$ cat src/rtl/wiegand_pkg.sv
`default_nettype none
// ============================================================================
// Package  : wiegand_pkg
// Purpose  : Shared Wiegand-26 frame constants and parity check helper
// Revision : 1.0
// ============================================================================
package wiegand_pkg;

  localparam int WG_DATA_W = 26;
  localparam int CH_ID_W   = 2;
  localparam int ENTRY_W   = CH_ID_W + 1 + WG_DATA_W;

  // Leading bit is even parity over the upper half, trailing bit odd parity over the lower half
  localparam int EVEN_PAR_BIT = 25;
  localparam int EVEN_HI      = 24;
  localparam int EVEN_LO      = 13;
  localparam int ODD_PAR_BIT  = 0;
  localparam int ODD_HI       = 12;
  localparam int ODD_LO       = 1;

  function automatic logic wg_perr(input logic [WG_DATA_W-1:0] f);
    logic even_bad;
    logic odd_bad;
    even_bad = f[EVEN_PAR_BIT] ^ (^f[EVEN_HI:EVEN_LO]);
    odd_bad  = ~(f[ODD_PAR_BIT] ^ (^f[ODD_HI:ODD_LO]));
    return even_bad | odd_bad;
  endfunction

endpackage
`default_nettype wire

$ cat src/rtl/wiegand_fifo.sv
`default_nettype none
// ============================================================================
// Module   : wiegand_fifo
// Purpose  : Single-clock FIFO with full/empty and same-cycle push/pop
// Revision : 1.0
// ============================================================================
module wiegand_fifo #(
  parameter int WIDTH = 29,
  parameter int DEPTH = 4
) (
  input  logic             clk,
  input  logic             rst,
  input  logic             push_i,
  input  logic             pop_i,
  input  logic [WIDTH-1:0] wdata_i,
  output logic [WIDTH-1:0] rdata_o,
  output logic             empty_o,
  output logic             full_o
);

  localparam int AW = $clog2(DEPTH);

  logic [WIDTH-1:0] mem_q [DEPTH];
  logic [AW-1:0]    wr_ptr_q;
  logic [AW-1:0]    rd_ptr_q;
  logic [AW:0]      count_q;
  logic             do_push;
  logic             do_pop;

  assign empty_o = (count_q == '0);
  assign full_o  = (count_q == (AW+1)'(DEPTH));
  assign do_pop  = pop_i & ~empty_o;
  // A pop in the same cycle frees the slot a full FIFO needs for the push
  assign do_push = push_i & (~full_o | do_pop);
  assign rdata_o = empty_o ? '0 : mem_q[rd_ptr_q];

  always_ff @(posedge clk) begin
    if (rst) begin
      wr_ptr_q <= '0;
      rd_ptr_q <= '0;
      count_q  <= '0;
    end else begin
      if (do_push) wr_ptr_q <= wr_ptr_q + AW'(1);
      if (do_pop)  rd_ptr_q <= rd_ptr_q + AW'(1);
      case ({do_push, do_pop})
        2'b10:   count_q <= count_q + (AW+1)'(1);
        2'b01:   count_q <= count_q - (AW+1)'(1);
        default: count_q <= count_q;
      endcase
    end
  end

  always_ff @(posedge clk) begin
    if (do_push) mem_q[wr_ptr_q] <= wdata_i;
  end

endmodule
`default_nettype wire

$ cat src/rtl/wiegand_rx_arbiter.sv
`default_nettype none
// ============================================================================
// Module   : wiegand_rx_arbiter
// Purpose  : Multi-channel Wiegand frame capture merged round-robin into a FIFO
// Revision : 1.0
// ============================================================================
module wiegand_rx_arbiter
  import wiegand_pkg::*;
#(
  parameter int NUM_CH = 2,
  parameter int DEPTH  = 4,
  parameter int DATA_W = WG_DATA_W
) (
  input  logic                     clk,
  input  logic                     rst,
  input  logic [NUM_CH*DATA_W-1:0] ch_data,
  input  logic [NUM_CH-1:0]        ch_int,
  input  logic [NUM_CH-1:0]        ch_en,
  input  logic                     rd_en,
  input  logic                     ovf_clr,
  output logic [CH_ID_W+DATA_W:0]  rd_data,
  output logic                     rd_valid,
  output logic                     irq,
  output logic [NUM_CH-1:0]        ovf,
  output logic [NUM_CH*8-1:0]      frame_cnt
);

  localparam int IDX_W = $clog2(NUM_CH);
  localparam int ENT_W = CH_ID_W + 1 + DATA_W;
  localparam logic [IDX_W-1:0] LAST_CH = IDX_W'(NUM_CH - 1);

  logic [NUM_CH-1:0] sync1_q, sync2_q, prev_q, rise;
  logic [NUM_CH-1:0] pend_v_q, pend_v_d, pend_perr_q;
  logic [NUM_CH-1:0] ovf_q, ovf_d, ovf_set;
  logic [DATA_W-1:0] pend_frame_q [NUM_CH];
  logic [DATA_W-1:0] frame_in [NUM_CH];
  logic [7:0]        cnt_q [NUM_CH];
  logic [IDX_W-1:0]  ptr_q, gnt_idx;
  logic              gnt_vld, push, drop, fifo_full, fifo_empty;
  logic [ENT_W-1:0]  push_data;

  generate
    for (genvar i = 0; i < NUM_CH; i++) begin : g_ch
      assign frame_in[i]         = ch_data[i*DATA_W +: DATA_W];
      assign frame_cnt[i*8 +: 8] = cnt_q[i];
    end
  endgenerate

  // Frame-done is the release of the active-low flag after synchronization
  assign rise = sync2_q & ~prev_q & ch_en;

  always_comb begin : arb
    logic [IDX_W-1:0] cand;
    gnt_vld = 1'b0;
    gnt_idx = '0;
    cand    = ptr_q;
    for (int k = 0; k < NUM_CH; k++) begin
      cand = (cand == LAST_CH) ? '0 : cand + IDX_W'(1);
      if (!gnt_vld && pend_v_q[cand]) begin
        gnt_vld = 1'b1;
        gnt_idx = cand;
      end
    end
  end

  assign push      = gnt_vld & (~fifo_full | rd_en);
  assign drop      = gnt_vld & fifo_full & ~rd_en;
  assign push_data = {CH_ID_W'(gnt_idx), pend_perr_q[gnt_idx], pend_frame_q[gnt_idx]};

  always_comb begin
    pend_v_d = pend_v_q;
    ovf_set  = '0;
    if (gnt_vld) begin
      pend_v_d[gnt_idx] = 1'b0;
      if (drop) ovf_set[gnt_idx] = 1'b1;
    end
    // A completion landing on a still-occupied pending slot overwrites it
    for (int i = 0; i < NUM_CH; i++) begin
      if (rise[i]) begin
        if (pend_v_d[i]) ovf_set[i] = 1'b1;
        pend_v_d[i] = 1'b1;
      end
    end
    ovf_d = (ovf_q & ~{NUM_CH{ovf_clr}}) | ovf_set;
  end

  always_ff @(posedge clk) begin
    if (rst) begin
      sync1_q     <= '1;
      sync2_q     <= '1;
      prev_q      <= '1;
      pend_v_q    <= '0;
      pend_perr_q <= '0;
      ovf_q       <= '0;
      ptr_q       <= LAST_CH;
      for (int i = 0; i < NUM_CH; i++) begin
        pend_frame_q[i] <= '0;
        cnt_q[i]        <= '0;
      end
    end else begin
      sync1_q  <= ch_int;
      sync2_q  <= sync1_q;
      prev_q   <= sync2_q;
      pend_v_q <= pend_v_d;
      ovf_q    <= ovf_d;
      if (gnt_vld) ptr_q <= gnt_idx;
      for (int i = 0; i < NUM_CH; i++) begin
        if (rise[i]) begin
          pend_frame_q[i] <= frame_in[i];
          pend_perr_q[i]  <= wg_perr(frame_in[i][WG_DATA_W-1:0]);
        end
      end
      if (push) cnt_q[gnt_idx] <= cnt_q[gnt_idx] + 8'd1;
    end
  end

  wiegand_fifo #(
    .WIDTH (ENT_W),
    .DEPTH (DEPTH)
  ) u_fifo (
    .clk     (clk),
    .rst     (rst),
    .push_i  (push),
    .pop_i   (rd_en),
    .wdata_i (push_data),
    .rdata_o (rd_data),
    .empty_o (fifo_empty),
    .full_o  (fifo_full)
  );

  assign rd_valid = ~fifo_empty;
  assign irq      = rd_valid;
  assign ovf      = ovf_q;

endmodule
`default_nettype wire

$ cat config.mk
export PLATFORM = sky130hd
export DESIGN_NAME = wiegand_rx_arbiter
export DESIGN_NICKNAME = d
export VERILOG_FILES = /design/src/rtl/wiegand_pkg.sv /design/src/rtl/wiegand_fifo.sv /design/src/rtl/wiegand_rx_arbiter.sv
export SDC_FILE = /design/constraint.sdc
export NUM_CORES = 1
export LEC_CHECK = 0
export ABC_CLOCK_PERIOD_IN_PS = 5000
export BUFFER_PORTS_ARGS = -buffer_cell sky130_fd_sc_hd__buf_2
export CAP_MARGIN = 20
export CORE_MARGIN = 5
export CORE_UTILIZATION = 40
export CTS_BUF_LIST = sky130_fd_sc_hd__clkbuf_8 sky130_fd_sc_hd__clkbuf_16
export CTS_CLUSTER_SIZE = 20
export DETAILED_ROUTE_END_ITERATION = 7
export GPL_TIMING_DRIVEN = 0
export SKIP_LAST_GASP = 1
export SLEW_MARGIN = 20
export SYNTH_ARGS = -nofsm -noshare
export SYNTH_HDL_FRONTEND = slang
export SYNTH_HIERARCHICAL = 1
export SYNTH_SLANG_ARGS = --single-unit
$ cat constraint.sdc
create_clock -name clk -period 5 [get_ports clk]
set_input_delay 0.25 -clock clk [delete_from_list [all_inputs] [get_ports clk]]
set_output_delay 0.25 -clock clk [all_outputs]
set_load 0.1 [all_outputs]
Word level (Yosys, flattened, before mapping)
Memories as Yosys holds them, arrays and structs flattened. A register that Yosys moved wholly into a read port is not among the register bits.
Cells that the tools add are included.
{"block": "classes", "n_lt_le_gt_ge": 4, "reduce_logical": 10, "bitwise": 28, "n_mux": 45, "n_addsub": 7, "eq_ne": 3}
{"op": "$mux W26", "n": 2}
{"op": "$reduce_xor A12 Y1", "n": 4}
{"op": "$mux W1", "n": 34}
{"op": "$mux W29", "n": 1}
{"op": "$mux W2", "n": 5}
{"op": "$add A8 B1 Y8 const B", "n": 1}
{"op": "$and A2 B2 Y2", "n": 4}
{"op": "$mux W8", "n": 1}
{"op": "$reduce_or A8 Y1", "n": 1}
{"op": "$lt A1 B2 Y1 const B", "n": 3}
{"op": "$not A2 Y2", "n": 3}
{"op": "$or A1 B1 Y1", "n": 6}
{"op": "$pmux W3 S2", "n": 1}
{"op": "$and A1 B1 Y1", "n": 5}
{"op": "$not A1 Y1", "n": 5}
{"op": "$add A2 B1 Y2 const B", "n": 2}
{"op": "$xor A1 B1 Y1", "n": 4}
{"op": "$add A3 B1 Y3 const B", "n": 1}
{"op": "$eq A3 B3 Y1 const B", "n": 1}
{"op": "$logic_not A3 Y1", "n": 1}
{"op": "$sub A3 B1 Y3 const B", "n": 1}
{"op": "$add A1 B1 Y1 const B", "n": 2}
{"op": "$eq A2 B1 Y1 const B", "n": 1}
{"op": "$eq A2 B2 Y1 const B", "n": 1}
{"op": "other kinds (6)", "n": 7}
{"block": "totals", "word_cells": 111, "mem_bits_rw": 180, "out_inout_bits": 49, "reg_bits": 20, "in_bits": 60, "mem_count": 3}
{"name": "u_fifo.mem_q", "words": 4, "width": 28, "rd": 1, "rd_ports_with_merged_regs": 1, "wr": 1, "line": "wiegand_fifo.sv:23", "source": "logic [WIDTH-1:0] mem_q [DEPTH];"}
{"name": "pend_frame_q", "words": 2, "width": 26, "rd": 1, "rd_ports_with_merged_regs": 0, "wr": 2, "line": "wiegand_rx_arbiter.sv:35", "source": "logic [DATA_W-1:0] pend_frame_q [NUM_CH];"}
{"name": "cnt_q", "words": 2, "width": 8, "rd": 3, "rd_ports_with_merged_regs": 0, "wr": 2, "line": "wiegand_rx_arbiter.sv:37", "source": "logic [7:0] cnt_q [NUM_CH];"}

Depth between registers and ports, before layout
Gate-level depths: netlist (run 1).
{"block": "depth", "depth_word": 18, "depth_mapped": 12, "depth_no_buf": 12}

By module
The synthesis (run 1) kept the hierarchy.
{"mod": "wiegand_fifo", "instances": 1, "cells_per_inst": 237, "area_each_um2": 4873.4, "seq_area_each_um2": 3663.5}
{"mod": "wiegand_rx_arbiter", "instances": 1, "cells_per_inst": 308, "area_each_um2": 4020.1, "seq_area_each_um2": 2302.2}

Least setup slack after synthesis (run 1)
OpenSTA, ideal clock, no wires.
{"block": "synth_timing", "kind": "flip-flop to output port", "start": "register with a tool-made name", "end": "output port rd_data[11]", "path_buffers": 2, "required_time_ps": 4750, "slack_ps": 2477, "path_stages_with_launch": 5, "arrival_time_ps": 2273, "path_cell_list": "dfxtp_1 > buf_2 > buf_2 > mux4_2 > nor2b_1"}
{"element": "to (decl)", "line": "wiegand_rx_arbiter.sv:21", "source": "output logic [CH_ID_W+DATA_W:0] rd_data,"}

Final worst setup path (run 1)
{"block": "layout_timing", "start": "register u_fifo.count_q[2]", "end": "register u_fifo.count_q[2]"}
{"block": "layout_between", "elab_chain_cells": 7, "word_cells_on_any_way": 15, "cone_classes": "add/sub: 2; eq/ne: 3; mux: 1; bitwise: 7; reduce/logical: 2"}
{"element": "from (decl)", "line": "wiegand_fifo.sv:26", "source": "logic [AW:0] count_q;"}
{"element": "from (signal assigned)", "line": "wiegand_fifo.sv:46", "source": "2'b10: count_q <= count_q + (AW+1)'(1);"}
{"element": "from (signal assigned)", "line": "wiegand_fifo.sv:47", "source": "2'b01: count_q <= count_q - (AW+1)'(1);"}
{"element": "from (signal assigned)", "line": "wiegand_fifo.sv:48", "source": "default: count_q <= count_q;"}
{"element": "$eq A3 B3 Y1 *", "line": "wiegand_fifo.sv:31", "source": "assign full_o = (count_q == (AW+1)'(DEPTH));"}
{"element": "net fifo_full", "line": "wiegand_rx_arbiter.sv:39", "source": "logic gnt_vld, push, drop, fifo_full, fifo_empty;"}
{"element": "$not A1 Y1 *", "line": "wiegand_rx_arbiter.sv:66", "source": "assign push = gnt_vld & (~fifo_full | rd_en);"}
{"element": "$or A1 B1 Y1 *", "line": "wiegand_rx_arbiter.sv:66"}
{"element": "$and A1 B1 Y1 *", "line": "wiegand_rx_arbiter.sv:66"}
{"element": "net push", "line": "wiegand_rx_arbiter.sv:39"}
{"element": "$and A1 B1 Y1 *", "line": "wiegand_fifo.sv:34", "source": "assign do_push = push_i & (~full_o | do_pop);"}
{"element": "$eq A2 B1 Y1 or $eq A2 B2 Y1 (tied branches)", "line": "wiegand_fifo.sv:45", "source": "case ({do_push, do_pop})"}
{"element": "$pmux W3 S2 or $reduce_bool A2 Y1 (tied branches)"}
The timed path passes the listed nets; every way through them passes the cells marked *.
A chain may end at the register's enable or synchronous reset.

==> results of run 1 <==
==> worst register-to-register path, cell delays in order, from the launching register on <==
cell and delay, ns:
dfxtp_1 0.38, nor3b_2 0.24, nor2b_1 0.36, o21bai_1 0.22
inv_1 0.09, a21boi_2 0.21, inv_1 0.08, ha_1 0.18
inv_1 0.07, fa_1 0.40, xor2_1 0.17, or3_1 0.32
a21oi_1 0.14
==> cell type report <==
class | count | area (um^2) | area share [%]
buffer | 23 | 131 | 1.22
tap | 280 | 350 | 3.26
multi-input combinational | 307 | 2780 | 25.9
clock inverter | 14 | 141 | 1.32
antenna | 1 | 2.50 | 0.0233
timing repair buffer | 115 | 698 | 6.51
clock buffer | 26 | 617 | 5.75
sequential | 206 | 5970 | 55.6
inverter | 12 | 45.0 | 0.420
==> power groups by stage <==
| stage | Clock [mW] | Combinational (mW) | Sequential (mW) |
|---|---|---|---|
| 2_1_floorplan | 0 | 0.284 | 1.98 |
| 3_3_place_gp | 0 | 0.419 | 1.95 |
| 3_5_place_dp | 0 | 0.429 | 1.95 |
| 4_1_cts | 1.69 | 0.433 | 1.92 |
| 5_1_grt | 1.77 | 0.454 | 1.92 |
| 6_report | 1.66 | 0.426 | 1.92 |
==> routing by layer <==
metal / wire, um / vias up
met5: 0 / -
met4: 273 / 0
met3: 1020 / 22
met2: 8810 / 114
met1: 8040 / 2387
li1: - / 2284
==> sequential cells by signal (all words and copies together), names as in the netlist, 3 cells and up, named ones only <==
| register | flops |
|---|---|
| pend_frame_q | 52 |
| u_fifo/mem_q | 116 |
| cnt_q | 16 |
| u_fifo/count_q | 3 |
==> path summary, 6_finish.rpt <==
kind	depth (start not counted)	endpoint	startpoint	slack, ns
setup / recovery	12	u_fifo/count_q[2]	u_fifo/count_q[2]	2.07
hold / removal	2	pend_frame_q[1][8]	ch_data[34]	0.08
setup reg to reg	12	u_fifo/count_q[2]	u_fifo/count_q[2]	2.07
hold reg to reg	1	sync2_q[1]	sync1_q[1]	0.41
==> cells by family (layout without fill, tap and decap cells) <==
kind of cell | after synthesis | in the layout | share of synthesized area (%)
AO/OA/AOI/OAI | 27 | 27 | 2.12
XOR/XNOR | 54 | 54 | 6.25
adder cells (fa/ha/maj) | 7 | 7 | 1.07
buffers and inverters | 35 | 190 | 1.98
flip-flops | 206 | 206 | 67.1
multiplexers | 61 | 61 | 11.5
other | 1 | 5 | 0.0422
AND/OR/NAND/NOR | 154 | 154 | 9.99
==> cell usage in the layout, fill, tap and decap left out, drive strengths merged, types with 4 or more instances in the layout <==
| master | synthesis | routed |
|---|---|---|
| and2 | 4 | 4 |
| xnor2 | 32 | 32 |
| clkbuf | 13 | 39 |
| edfxtp | 184 | 184 |
| mux4 | 29 | 29 |
| a21oi | 7 | 7 |
| o21ai | 7 | 7 |
| xnor3 | 6 | 6 |
| nor2 | 28 | 28 |
| or3 | 5 | 5 |
| ha | 6 | 6 |
| clkinv | 0 | 4 |
| buf | 10 | 123 |
| or2 | 7 | 7 |
| mux2 | 31 | 31 |
| xor2 | 16 | 16 |
| dfxtp | 22 | 22 |
| nand2b | 8 | 8 |
| conb | 1 | 4 |
| nor2b | 82 | 82 |
| inv | 12 | 17 |
| nand2 | 9 | 9 |
==> flow_summary.ini, run 1 <==
[run_status]
status = finished clean

[layout]
layout.nets = 754
layout-drive-gt1-share_pct = 33.3
finalNonFillerCells = 984
fillCellCount = 1913
final_util_pct = 49.0
syn_to_final_growth_pct = 20.7
final_area_mm2 = 0.0107

[synth]
syn_avg_cell_area_um2 = 16.3
ys.flop_type = edfxtp_1
synthesis.instances = 545
synth-edff-count = 184
synth_top_area_share_pct = 62.1
syn_area_mm2 = 0.00889
netlist_top_cells_count = edfxtp_1 (184), nor2b_1 (82), xnor2_1 (32)
ys_ff_latch = 206
yosys.area.top_type = edfxtp_1
synthDistinctLibCells = 44
seq_area_frac_synth_pct = 67.1
synthTopCellsByArea = edfxtp_1 (62%), mux4_2 (7.1%), nor2b_1 (5.8%)
yosysWarningCount = 6
async_flop_share_pct = 0
synth.most_common_cell = edfxtp_1

[detailed_routing]
drc = 0
vias_per_cell = 4.89
drtIter0Drc = 249
postRouteWirelength_um = 18100
wire_per_inst_um = 18.4
ant_nets = 0
via_count = 4807
dr.pass1.iters = 4

[die]
die_h_um = 159
dieArea_mm2 = 0.0253
start_util_pct = 40.6
rows = 54
ioPinCount = 109
coreArea_mm2 = 0.0219
die-width_um = 159

[pwr]
max-vdd-ir-drop_uv = 206
clockPowerShare_pct = 41.4
internal_power_mw = 3.08
seqPwrFrac_pct = 47.9
pwr_density_cell_mw_per_mm2 = 373
switching_share_pct = 23.1
p_leak_nw = 3.86
combinationalPowerShare_pct = 10.7
p_sw_mw = 0.923
power_mw = 4.00

[critical_path]
crit_family = simple AND/OR/NAND/NOR gates
criticalPathCategory = flop to flop
cp_data_arrival_time_ns = 3.34
cp-start-kind = flop
path_buf_inv = 3
crit_top_cell = inv_1
crit_chain = nor3b_2, nor2b_1, o21bai_1, inv_1, a21boi_2, inv_1, ha_1, inv_1, fa_1, xor2_1, or3_1, a21oi_1
end_kind = flop
path_max_fanout = 7
max_stage_delay_ns = 0.40
cpMaxStageDelayCell = fa_1
worstPathRequired_ns = 5.41

[global_route]
met3_usage_pct = 2.95
grtUsageTotal_pct = 14.1
grt_max_degree = 27
grtUsageMet1_pct = 19.7
grt_pass1_wl_um = 28600
antenna_found_initial = 0
grt_overflow = 0
gr-usage-met2_pct = 23.0
top_usage_layer = met2
grt_pass1_vias = 5209

[clocking]
clock_latency_ns = 0.49
cts_tree = yes
cts_buffer_depth = 3
ctsHoldBuffers = 2
cts_root_buf = clkbuf_16
cts.htree.levels = 1
numCtsBuffers = 22
post_cts_resized = 0
clock-sinks = 206
clkTransAtPathRegs_ns = 0.06
cts_setup_buffers = 0

[min_path]
min_path_type = primary input to flop

[timing]
hold_violations = 0
worst_pin_slew_ns = 0.785
finalSetupViolations = 0
max_freq_mhz = 342
slew_viol_final = 0
tns_ns = 0
fin_crit_sh_pct = 58.5
rsz0062_at_grt = false
hold-worst-slack_ns = 0.0790
skew_ns = 0.00972
worst_slack_ns = 2.07
max_slew_margin_pct = 47.1
min_period_ns = 2.93

[placed_design]
gp_congestion = 0.777
io_buffers = 108
dpl.hpwl_um = 13000
placed_area_mm2 = 0.00995
dp_cells = 941
dp_worst_setup_slack_ns = 2.12

[run]
drv_cap = 0
No activity file was read; power rests on OpenSTA's default activity.
==> run 2, diff against run 1 <==
--- a/config.mk
+++ b/config.mk
@@ -5,7 +5,8 @@
 export SDC_FILE = /design/constraint.sdc
 export NUM_CORES = 1
 export LEC_CHECK = 0
-export ABC_CLOCK_PERIOD_IN_PS = 5000
+export ABC_AREA = 1
+export ABC_CLOCK_PERIOD_IN_PS = 2500
 export BUFFER_PORTS_ARGS = -buffer_cell sky130_fd_sc_hd__buf_2
 export CAP_MARGIN = 20
 export CORE_MARGIN = 5
==> constraint.sdc (replaced) <==
create_clock -name clk -period 2.5 [get_ports clk]
set_input_delay 0.125 -clock clk [delete_from_list [all_inputs] [get_ports clk]]
set_output_delay 0.125 -clock clk [all_outputs]
set_load 0.1 [all_outputs]
==> run 2 against run 1 <==
Compared with the run above: critical path type is now flop to output port; setup slack worse by 1.9 ns; largest power group unchanged; sequential power is 100% higher; hold slack worse by 0.073 ns; routed wire length is 21% higher; die area is 7.0% higher; clock skew is 0.0077 ns higher; cell area is 8.0% higher; synthesized cell count is 92% higher; area after synthesis is 7.5% higher; via count is 48% higher; global-route usage is 1.9 points higher; largest cell class unchanged; clock power is 77% higher.
==> flow_summary.ini, run 2 <==
[run_status]
status = finished clean

[timing]
slew_viol_final = 0
max_slew_margin_pct = 57.8
max_freq_mhz = 433
worst_slack_ns = 0.189
skew_ns = 0.0174
finalSetupViolations = 0
hold_violations = 0
worst_pin_slew_ns = 0.631
rsz0062_at_grt = false
fin_crit_sh_pct = 92.4
min_period_ns = 2.31

[clocking]
clkTransAtPathRegs_ns = 0.05
clock-sinks = 206
cts_buffer_depth = 3
cts_tree = yes
cts_setup_buffers = 0
cts.htree.levels = 1
cts_root_buf = clkbuf_16
clock_latency_ns = 0.49
numCtsBuffers = 23

[pwr]
combinationalPowerShare_pct = 32.3
pwr_density_cell_mw_per_mm2 = 868
p_leak_nw = 5.18
clockPowerShare_pct = 29.1
max-vdd-ir-drop_uv = 759
seqPwrFrac_pct = 38.6
switching_share_pct = 38.9
p_sw_mw = 3.92
power_mw = 10.1
internal_power_mw = 6.15

[min_path]
min_path_type = primary input to flop

[synth]
synthDistinctLibCells = 33
syn_avg_cell_area_um2 = 9.12
synthTopCellsByArea = edfxtp_1 (58%), nand2_1 (13%), nor2_1 (8.1%)
yosysWarningCount = 6
syn_area_mm2 = 0.00956
yosys.area.top_type = edfxtp_1
ys.flop_type = edfxtp_1
ys_ff_latch = 206
seq_area_frac_synth_pct = 62.4
synthesis.instances = 1048
netlist_top_cells_count = nand2_1 (342), nor2_1 (207), edfxtp_1 (184)
synth.most_common_cell = nand2_1
synth_top_area_share_pct = 57.8
synth-edff-count = 184
async_flop_share_pct = 0

[placed_design]
dp_worst_setup_slack_ns = 0.0702
dpl.hpwl_um = 15900
gp_congestion = 0.790
io_buffers = 108

[layout]
largest_reg_flops = 116
final_cell_mix = nand2_1 (340), nor2_1 (202), edfxtp_1 (184), buf_2 (116), inv_1 (105)
antennaDiodeCount = 0
fillCellCount = 2170
regArea_mm2 = 0.00597
layout_commonest_cell = nand2_1
multi_input_area_mm2 = 0.00302
syn_to_final_growth_pct = 21.3
biggestRegsByFlops = u_fifo/mem_q x116, pend_frame_q x52, cnt_q x16
layout.nets = 1282
top_register = u_fifo/mem_q
layout-drive-gt1-share_pct = 15.6

[detailed_routing]
vias_per_cell = 4.60
via_count = 7122
ant_nets = 0
postRouteWirelength_um = 21900
drtIter0Drc = 374
drc = 0
wire_per_inst_um = 14.1
dr.pass1.iters = 5

[global_route]
antenna_found_initial = 0
grt_pass1_wl_um = 34300
grt_pass1_vias = 6744
grtUsageTotal_pct = 16.0
grt_max_degree = 27
grt_overflow = 0

[run]
drv_cap = 0

[critical_path]
worstPathRequired_ns = 2.38
cp_data_arrival_time_ns = 2.19
end_kind = output port
cp-start-kind = flop
path_max_fanout = 10
criticalPathCategory = flop to output port

[die]
start_util_pct = 40.7
coreArea_mm2 = 0.0235
dieArea_mm2 = 0.0271
die_h_um = 165
die-width_um = 165
ioPinCount = 109
rows = 56
==> run 2: final cells by class <==
cell class,instances,area share [%]
timing repair buffer,139,7.98
buffer,36,2.10
inverter,102,3.30
multi-input combinational,707,26.0
tap,319,3.44
sequential,206,51.4
clock buffer,24,5.08
clock inverter,16,0.593
==> run 2: cell families after synthesis <==
| group | synth area share (%) |
|---|---|
| simple gates | 23.7 |
| flops | 62.4 |
| buf+inv | 6.56 |
| compound gates | 5.62 |
| xor+xnor | 0.733 |
| fa+ha+maj | 0.995 |
| other cells | 0.0392 |
==> run 2: final timing paths <==
path / startpoint / endpoint / slack (ns) / cells past startpoint
worst max-delay path: flop / rd_data[1] / 0.19 / 8
worst min-delay path: ch_data[10] / pend_frame_q[0][10] / 0.006 / 3
worst max register to register: u_fifo/count_q[2] / u_fifo/count_q[2] / 0.33 / 15
worst min register to register: sync1_q[1] / sync2_q[1] / 0.41 / 1
==> run 2: repair_timing <==
item	CTS	global route
hold buffers	26	0
hold endpoints to repair	28	0
resized for setup	0	3
endpoints found under the setup margin	0	59
==> run 2: per-layer routing <==
layer	vias to the layer above	track usage, %	share of wire [%]
met4	0	5.14	2.7
met2	150	26.2	47
li1	3698	-	-
met5	-	0	0
met1	3232	22.1	46
met3	42	2.32	4.3
==> run 2: power by group through the flow <==
stage	clock network, mW	registers [mW]	logic [mW]
after floorplan	0	4.02	2.51
after global placement	0	3.95	3.20
after detailed placement	0	3.96	3.23
after CTS	2.99	3.88	3.27
after global routing	3.14	3.89	3.45
final	2.93	3.88	3.25
==> run 2: stage by stage <==
| step | cell area [um^2] | cells | hold slack, ns | util [%] | setup TNS [ns] |
|---|---|---|---|---|---|
| after floorplan | 9570 | 1051 | 0.203 | - | -18.18 |
| after global placement | 10500 | 1478 | 0.306 | 44.8 | -144.86 |
| after detailed placement | 10700 | 1482 | 0.310 | 45.4 | 0 |
| after CTS | 11600 | 1548 | 0.000278 | 49.3 | 0 |
| after global routing | 11600 | 1549 | 0.00728 | 49.4 | 0 |
| final | 11600 | 1549 | 0.00582 | 49.4 | 0 |
==> run 2: critical path: stages, from the launching register on <==
cell and delay, ns:
dfxtp_1 0.36, buf_6 0.13, buf_12 0.13, buf_6 0.15, nor2_1 0.06, nor2_1 0.07, o21ai_1 0.07, a21oi_1 0.25
buf_2 0.49
==> run 3, diff against run 2 <==
--- a/config.mk
+++ b/config.mk
@@ -7,11 +7,10 @@
 export LEC_CHECK = 0
 export ABC_AREA = 1
 export ABC_CLOCK_PERIOD_IN_PS = 2500
-export BUFFER_PORTS_ARGS = -buffer_cell sky130_fd_sc_hd__buf_2
+export BUFFER_PORTS_ARGS = -buffer_cell sky130_fd_sc_hd__clkbuf_2
 export CAP_MARGIN = 20
 export CORE_MARGIN = 5
 export CORE_UTILIZATION = 40
-export CTS_BUF_LIST = sky130_fd_sc_hd__clkbuf_8 sky130_fd_sc_hd__clkbuf_16
 export CTS_CLUSTER_SIZE = 20
 export DETAILED_ROUTE_END_ITERATION = 7
 export GPL_TIMING_DRIVEN = 0
==> run 3 against run 2 <==
Compared with the run above: clock-buffer cell count rose by 7; utilization up 0.30 points; register-to-register slack got worse by 0.13 ns; largest power group unchanged; sequential share of layout area shrank 0.31 points; cell area grew 0.60%; combinational power hardly changed; global-route usage up 0.14 points; power rose by 1.1%; first-iteration DRC count up 7.2%; routed wire length fell by 0.66%; sequential power about the same; die area stayed put.
==> flow_summary.ini, run 3 (synthesis gave the netlist of run 2 again) <==
[layout]
syn_to_final_growth_pct = 22.0
final_cell_mix = nand2_1 (338), nor2_1 (203), edfxtp_1 (184), clkbuf_2 (111), inv_1 (98)
fillCellCount = 2158
biggestRegsByFlops = u_fifo/mem_q x116, pend_frame_q x52, cnt_q x16
top_register = u_fifo/mem_q
largest_reg_flops = 116
layout-drive-gt1-share_pct = 15.6
regArea_mm2 = 0.00597
multi_input_area_mm2 = 0.00302
layout.nets = 1286
layout_commonest_cell = nand2_1
finalNonFillerCells = 1554
antennaDiodeCount = 0

[critical_path]
max_stage_delay_ns = 0.52
cpMaxStageDelayCell = clkbuf_2
end_kind = output port
criticalPathCategory = flop to output port
reg2reg_from = u_fifo/count_q[2]
crit_chain = buf_6, buf_12, buf_6, nor2_1, nor2_1, o21ai_1, a21oi_1, clkbuf_2
cp_data_arrival_time_ns = 2.26
path_max_fanout = 10
worstPathRequired_ns = 2.38
path_buf_inv = 4
crit_family = buffers and inverters
cp-start-kind = flop

[detailed_routing]
ant_nets = 0
vias_per_cell = 4.57
postRouteWirelength_um = 21800
dr.pass1.iters = 5
drc = 0
drtIter0Drc = 401
wire_per_inst_um = 14.0
via_count = 7109

[pwr]
switching_share_pct = 38.5
clockPowerShare_pct = 30.0
p_leak_nw = 5.17
power_mw = 10.2
combinationalPowerShare_pct = 31.9
seqPwrFrac_pct = 38.1
p_sw_mw = 3.92
pwr_density_cell_mw_per_mm2 = 873
internal_power_mw = 6.27
max-vdd-ir-drop_uv = 758

[timing]
hold_violations = 0
rsz0062_at_grt = true
finalSetupViolations = 0
fin_crit_sh_pct = 95.5
worst_pin_slew_ns = 0.627
tns_ns = 0
max_freq_mhz = 419
max_slew_margin_pct = 58.1
skew_ns = 0.0137
slew_viol_final = 0
min_period_ns = 2.39

[clocking]
cts.htree.levels = 1
cts_tree = yes
cts_root_buf = clkbuf_16
numCtsBuffers = 22
clock_latency_ns = 0.50
clkTransAtPathRegs_ns = 0.06
cts_buffer_depth = 3
clock-sinks = 206

[global_route]
grtUsageMet1_pct = 22.3
grtUsageTotal_pct = 16.1
grt_overflow = 0
grt_pass1_vias = 6740
gr-usage-met2_pct = 26.5
antenna_found_initial = 0
grt_pass1_wl_um = 34600
grt_max_degree = 27
top_usage_layer = met2
met3_usage_pct = 2.25

[placed_design]
gp_congestion = 0.795
io_buffers = 108
dpl.hpwl_um = 15800
dp_cells = 1482

[run]
drv_cap = 0

[die]
coreArea_mm2 = 0.0235
ioPinCount = 109
die_h_um = 165
start_util_pct = 40.7
dieArea_mm2 = 0.0271
die-width_um = 165
rows = 56

[min_path]
hp-start = ch_data[4]
min_path_type = primary input to flop

[run_status]
status = finished clean
## run 3: metal layers
layer | vias up | share of wire (%)
met3 | 33 | 4.9
met5 | - | 0
met4 | 0 | 2.2
met1 | 3206 | 46
li1 | 3701 | -
met2 | 169 | 47
## run 3: final timing paths
check	cells past startpoint	slack (ns)	end
hold / removal	3	0.01	pend_frame_q[0][4]
setup reg to reg	15	0.20	u_fifo/count_q[2]
hold reg to reg	1	0.41	sync2_q[0]
setup / recovery	8	0.11	rd_data[1]
## run 3: power by group through the flow
stage	combinational (mW)	sequential [mW]	clock (mW)
floorplan	2.51	4.02	0
global placement	3.20	3.96	0
detailed placement	3.23	3.96	0
CTS	3.27	3.88	3.11
global route	3.46	3.89	3.27
finish	3.25	3.88	3.05
## run 3: cell type report
class / instances / share of cell area, %
buffer: 36 / 2.09
clock buffer: 31 / 5.28
timing repair buffer: 144 / 8.37
multi-input combinational: 707 / 25.9
clock inverter: 9 / 0.558
sequential: 206 / 51.1
inverter: 102 / 3.28
tap: 319 / 3.42
## run 3: through the flow
stage	hold WS (ns)	setup WS (ns)	instance area [um^2]	util, %
after floorplan	0.203	-0.157	9570	-
after global placement	0.307	-1.32	10500	44.8
after detailed placement	0.311	0.0493	10700	45.4
after CTS	0.0000502	0.0164	11600	49.5
after global routing	0.0121	-0.0342	11700	49.7
final	0.0111	0.113	11700	49.7
## run 3: timing repair
| item | in CTS | in global routing |
|---|---|---|
| gates resized for setup | 0 | 2 |
| buffers inserted | 0 | 3 |
| hold buffers | 29 | 0 |
| setup endpoints to repair | 0 | 78 |
| hold endpoints to repair | 30 | 0 |
## run 3: tightest hold or removal path, cell delays in order
cell and delay, ns:
clkbuf_2 0.10, inv_1 0.06, nor2_1 0.10
